[src/rtl/common_defs_pkg.sv]
// Shared AXI bundle types and arbiter state encoding used by the memory-side arbiters.
package common_defs;

    // AXI master-to-slave request bundle (IDs carried on separate ports)
    typedef struct packed {
        logic        arvalid;
        logic [31:0] araddr;
        logic [7:0]  arlen;
        logic [2:0]  arsize;
        logic [1:0]  arburst;
        logic        rready;
        logic        awvalid;
        logic [31:0] awaddr;
        logic [7:0]  awlen;
        logic [2:0]  awsize;
        logic [1:0]  awburst;
        logic        wvalid;
        logic [31:0] wdata;
        logic [3:0]  wstrb;
        logic        wlast;
        logic        bready;
    } axi_req_t;

    // AXI slave-to-master response bundle
    typedef struct packed {
        logic        arready;
        logic        rvalid;
        logic [31:0] rdata;
        logic [1:0]  rresp;
        logic        rlast;
        logic        awready;
        logic        wready;
        logic        bvalid;
        logic [1:0]  bresp;
    } axi_resp_t;

    // Transaction-locked arbiter phases
    typedef enum logic [2:0] {
        IDLE    = 3'd0,
        RD_BUSY = 3'd1,
        WR_ADDR = 3'd2,
        WR_DATA = 3'd3,
        WR_RESP = 3'd4
    } arb_state_t;

endpackage

[src/rtl/arb_rr2.sv]
// Two-way round-robin picker: on a tie the requester that did not win last time gets the grant.
module arb_rr2 (
    input  logic [1:0] req,
    input  logic       last_grant,
    output logic       grant_valid,
    output logic       grant_idx
);

    // Pick the lone requester, or alternate away from last_grant on a tie
    always_comb begin
        grant_valid = |req;
        grant_idx   = 1'b0;
        if (req == 2'b11) begin
            grant_idx = ~last_grant;
        end else begin
            grant_idx = req[1];
        end
    end

endmodule

[src/rtl/axi_mem_arbiter.sv]
// Shares one external AXI master port between the icache (port 0) and dcache (port 1).
// The bus is locked to a single requester from AR/AW acceptance through R-last or B.
import common_defs::*;

module axi_mem_arbiter #(
    parameter int BUS_WIDTH = 4
) (
    input  logic                 clk,
    input  logic                 rst,
    input  axi_req_t             s0_req,
    input  logic [BUS_WIDTH-1:0] s0_req_arid,
    output axi_resp_t            s0_resp,
    output logic [BUS_WIDTH-1:0] s0_resp_rid,
    input  axi_req_t             s1_req,
    input  logic [BUS_WIDTH-1:0] s1_req_arid,
    input  logic [BUS_WIDTH-1:0] s1_req_awid,
    input  logic [BUS_WIDTH-1:0] s1_req_wid,
    output axi_resp_t            s1_resp,
    output logic [BUS_WIDTH-1:0] s1_resp_rid,
    output logic [BUS_WIDTH-1:0] s1_resp_bid,
    output axi_req_t             m_req,
    output logic [BUS_WIDTH-1:0] m_req_arid,
    output logic [BUS_WIDTH-1:0] m_req_awid,
    output logic [BUS_WIDTH-1:0] m_req_wid,
    input  axi_resp_t            m_resp,
    input  logic [BUS_WIDTH-1:0] m_resp_rid,
    input  logic [BUS_WIDTH-1:0] m_resp_bid
);

    arb_state_t state;
    arb_state_t state_next;
    logic       owner;
    logic       last_grant;
    logic       ar_done;
    logic       grant_valid;
    logic       grant_idx;
    logic       pick_read;
    axi_req_t   own_req;
    axi_resp_t  fwd;

    // Port 0 only ever issues reads, so its awvalid does not count as a request
    arb_rr2 u_rr (
        .req        ({s1_req.arvalid | s1_req.awvalid, s0_req.arvalid}),
        .last_grant (last_grant),
        .grant_valid(grant_valid),
        .grant_idx  (grant_idx)
    );

    assign own_req   = owner ? s1_req : s0_req;
    // A requester presenting both AR and AW is served read-first
    assign pick_read = grant_idx ? s1_req.arvalid : 1'b1;

    // State, owner, round-robin history and single-AR-per-grant tracking
    always_ff @(posedge clk or posedge rst) begin
        if (rst) begin
            state      <= IDLE;
            owner      <= 1'b0;
            last_grant <= 1'b1;
            ar_done    <= 1'b0;
        end else begin
            state <= state_next;
            if (state == IDLE && grant_valid) begin
                owner      <= grant_idx;
                last_grant <= grant_idx;
            end
            if (state != RD_BUSY) begin
                ar_done <= 1'b0;
            end else if (m_req.arvalid && m_resp.arready) begin
                ar_done <= 1'b1;
            end
        end
    end

    // Next state plus owner-gated forwarding of handshakes in both directions
    always_comb begin
        state_next = state;

        m_req         = own_req;
        m_req.arvalid = 1'b0;
        m_req.rready  = 1'b0;
        m_req.awvalid = 1'b0;
        m_req.wvalid  = 1'b0;
        m_req.bready  = 1'b0;
        m_req_arid    = owner ? s1_req_arid : s0_req_arid;
        m_req_awid    = owner ? s1_req_awid : '0;
        m_req_wid     = owner ? s1_req_wid  : '0;

        fwd         = m_resp;
        fwd.arready = 1'b0;
        fwd.rvalid  = 1'b0;
        fwd.awready = 1'b0;
        fwd.wready  = 1'b0;
        fwd.bvalid  = 1'b0;

        unique case (state)
            IDLE: begin
                if (grant_valid) begin
                    state_next = pick_read ? RD_BUSY : WR_ADDR;
                end
            end
            RD_BUSY: begin
                m_req.arvalid = own_req.arvalid & ~ar_done;
                m_req.rready  = own_req.rready;
                fwd.arready   = m_resp.arready & ~ar_done;
                fwd.rvalid    = m_resp.rvalid;
                if (m_resp.rvalid && own_req.rready && m_resp.rlast) begin
                    state_next = IDLE;
                end
            end
            WR_ADDR: begin
                m_req.awvalid = own_req.awvalid;
                fwd.awready   = m_resp.awready;
                if (own_req.awvalid && m_resp.awready) begin
                    state_next = WR_DATA;
                end
            end
            WR_DATA: begin
                m_req.wvalid = own_req.wvalid;
                fwd.wready   = m_resp.wready;
                if (own_req.wvalid && m_resp.wready && own_req.wlast) begin
                    state_next = WR_RESP;
                end
            end
            WR_RESP: begin
                m_req.bready = own_req.bready;
                fwd.bvalid   = m_resp.bvalid;
                if (m_resp.bvalid && own_req.bready) begin
                    state_next = IDLE;
                end
            end
            default: state_next = IDLE;
        endcase

        s0_resp         = m_resp;
        s0_resp.arready = 1'b0;
        s0_resp.rvalid  = 1'b0;
        s0_resp.awready = 1'b0;
        s0_resp.wready  = 1'b0;
        s0_resp.bvalid  = 1'b0;
        s1_resp         = s0_resp;
        if (owner) begin
            s1_resp = fwd;
        end else begin
            s0_resp = fwd;
        end
        s0_resp_rid = m_resp_rid;
        s1_resp_rid = m_resp_rid;
        s1_resp_bid = m_resp_bid;
    end

endmodule

[config.mk]
export PLATFORM = sky130hd
export DESIGN_NAME = axi_mem_arbiter
export DESIGN_NICKNAME = d
export VERILOG_FILES = /design/src/rtl/common_defs_pkg.sv /design/src/rtl/arb_rr2.sv /design/src/rtl/axi_mem_arbiter.sv
export SDC_FILE = /design/constraint.sdc
export NUM_CORES = 1
export LEC_CHECK = 0
export ABC_AREA = 1
export BUFFER_PORTS_ARGS = -buffer_cell sky130_fd_sc_hd__buf_2
export CAP_MARGIN = 15
export CORE_AREA = 2 2 222 224
export DETAILED_ROUTE_END_ITERATION = 16
export DIE_AREA = 0 0 224 226
export PLACE_DENSITY_LB_ADDON = 0.08
export SLEW_MARGIN = 20
export SYNTH_ARGS = -nofsm -noshare
export SYNTH_HDL_FRONTEND = slang
export SYNTH_SLANG_ARGS = --single-unit
[constraint.sdc]
create_clock -name clk -period 2.87 [get_ports clk]
set_clock_uncertainty 0.2 [all_clocks]
set_input_delay 0.287 -clock clk [delete_from_list [all_inputs] [get_ports clk]]
set_output_delay 0.287 -clock clk [all_outputs]
set_load 0.05 [all_outputs]
==> impl_metrics.yaml <==
outcome:
  status: "completed"
power:
  internal_power_mw: 1.60
  p_clk_frac: 0.035
  ir_drop_mv: 0.595
  comb_power_share: 0.937
  netSwitchingFraction: 0.759
  seq_power_share: 0.028
  p_sw_mw: 5.05
  power.leakage_nw: 3.48
  powerDensity_nw_per_um2: 1250
setup_path:
  cp-end-kind: "primary output"
  reg2regPathDepth: 9
  crit_cells: 5
  cp_common_cell: "nand2_1"
  r2r_slack_ns: 0.72
  cp.arrival_ns: 1.88
  critical_path_buf_inv_count: 3
  critPathMaxStageDelay_ns: 0.50
  worstPathMaxFanout: 54
  rr_startpoint: "owner"
  crit_family: "buffers and inverters"
  r2r_end: "state[0]"
  crit_chain: "inv_6, buf_12, nand2_1, nand2_1, buf_2"
  slowest_stage: "dfrtp_4"
  crit_type: "reg2out"
  crit_start: "owner"
  cp.required_ns: 2.38
  critPathLaunchType: "flip-flop"
  worstSetupEndpoint: "m_req[100]"
logic_synthesis:
  synth_area_um2: 2980
  synth_top_area_share: 0.545
  syn_inst: 627
  synth_area_leader_cell: "nand2_1"
  synthMuxAreaShare: 0
  synth-seq-area-share: 0.0509
  synth_fp_nets: 959
  synth_xor_area_frac: 0
  synth_compound_area_frac: 0.0130
  synth_top_family_by_area: "simple AND/OR/NAND/NOR gates"
  postSynthAreaPerCell_um2: 4.75
  synthAdderAreaFrac: 0
  ys_ff_latch: 6
  yosys.area_share.simple: 0.611
  synth_cell_type_count: 24
  yosys_warnings: 0
  synth_area_leaders: "nand2_1, buf_4, dfrtp_1, inv_1, buf_2"
global_route:
  grt_use_met1: 0.0810
  antenna_found_initial: 2
  met3_usage: 0.0157
  grt_pass1_vias: 4472
  grt_overflow: 0
  grt_use_total: 0.0748
  grt.busiest_layer: "met2"
  grt_max_degree: 100
  grt_first_pass_wirelength_um: 28100
  globalRouteMet2Util: 0.146
die:
  die-area_um2: 50600
  ioPinCount: 572
  die_w_um: 224
  fp.dieH_um: 226
  core-area_um2: 48300
  rows: 81
  start_util: 0.0615
timing:
  layout_setup_ws_ns: 0.499
  tightest_slew_ns: 0.645
  fin_setup_tns_ns: 0
  finalHoldViolations: 0
  fmax_mhz: 422
  final_max_slew_viol_count: 0
  period_minus_slack_ns: 2.37
  finalCritPeriodShare: 0.826
  relSlewSlack: 0.570
  rsz0062_at_grt: "no"
  setup_viol: 0
finish:
  layout.nets: 1297
  syn2layout_area_growth_pct: 78.8
  design_area_um2: 5320
  final_common_cell: "buf_2"
  mostFrequentLayoutCells: "buf_2, nand2_1, inv_1"
  layout-drive-gt1-share: 0.485
hold_path:
  hp-class: "in2reg"
place:
  placed_area_um2: 5230
  gp_congestion: 0.750
  hpwlAfterDp_um: 17600
  post-place-ws_ns: 0.646
  port_buffers: 443
route:
  dr.pass1.iters: 4
  routed-via-count: 4656
  drc: 0
  routed_wl_um: 20900
  drtIter0Drc: 84
  ant_nets: 0
  vias_per_cell: 2.93
  wl_per_cell_um: 13.2
clock_network:
  clk_pin_slew_ns: 0.03
  h-tree-depth: 1
  post_cts_buffers: 0
  cts_tree: "yes"
  clock-sinks: 6
  clk_path_buf_depth: 2
  clk_latency_ns: 0.23
  cts_buffers: 3
  cts_root_buf: "clkbuf_16"
run:
  max_cap_violations: 0
-- cells by family after synthesis --
kind of cell,count (synthesis)
AO/OA/AOI/OAI,7
AND/OR/NAND/NOR,466
buffers and inverters,148
flip-flops,6
-- per-layer routing --
layer | wire length (um) | part of all wire
met5 | 0 | 0
met4 | 352 | 0.017
met3 | 1410 | 0.067
met2 | 11400 | 0.54
met1 | 7820 | 0.37
-- power by group through the flow --
stage	Combinational, mW	Clock [mW]	Sequential (mW)
after detailed placement	6.38	0	0.187
after CTS	6.39	0.241	0.186
after floorplan	5.09	0	0.157
after global routing	6.71	0.246	0.193
after global placement	6.46	0	0.188
final	6.23	0.233	0.188
-- worst min path at each step --
stage / from / endpoint / slack, ns / cells after the start
5_1_grt: m_resp[41] / ar_done / 0.14 / 2
2_1_floorplan: rst / ar_done / -0.12 / 1
3_5_place_dp: rst / ar_done / 0.07 / 2
6_report: m_resp[41] / ar_done / 0.12 / 2
3_3_place_gp: rst / state[2] / 0.09 / 2
4_1_cts: m_resp[41] / ar_done / 0.12 / 2
-- cell type report --
| type | instances | area, um2 |
|---|---|---|
| fill | 5789 | 43000 |
| antenna | 1 | 2.50 |
| multi-input combinational | 473 | 1860 |
| sequential | 6 | 155 |
| clock buffer | 4 | 78.8 |
| timing repair buffer | 451 | 2330 |
| inverter | 30 | 118 |
| tap | 622 | 778 |
-- state kept, by name (all words and copies together) (netlist names) --
signal      cells
ar_done         1
last_grant      1
owner           1
state           3
-- Yosys cell counts --
library cell	number
and2_1	1
o21ai_0	2
a21oi_1	3
and3_1	1
nand3_1	7
buf_4	99
nor4_1	1
nand3_2	2
nand2_2	3
inv_2	4
nor2_1	10
dfstp_2	1
nand3b_1	1
buf_6	2
dfrtp_1	5
nand2_1	432
o21ai_1	1
nor4_2	1
nor3_1	5
buf_2	17
inv_6	1
nor3_2	2
a22o_1	1
inv_1	25
-- metrics by stage --
stage / power, mW / util / cells / hold slack (ns)
after detailed placement: 6.57 / 0.108 / 1581 / 0.0671
after global placement: 6.65 / 0.108 / 1581 / 0.0924
after floorplan: 5.24 / - / 627 / -0.123
final: 6.66 / 0.110 / 1587 / 0.120
after global routing: 7.15 / 0.110 / 1587 / 0.143
after CTS: 6.82 / 0.110 / 1586 / 0.117
-- timing repair --
item,4_1_cts,5_1_grt
resized for setup,0,0
setup endpoints to repair,0,0
hold endpoints to repair,5,0
hold buffers,1,0
Power figures use the tool's default switching activity.
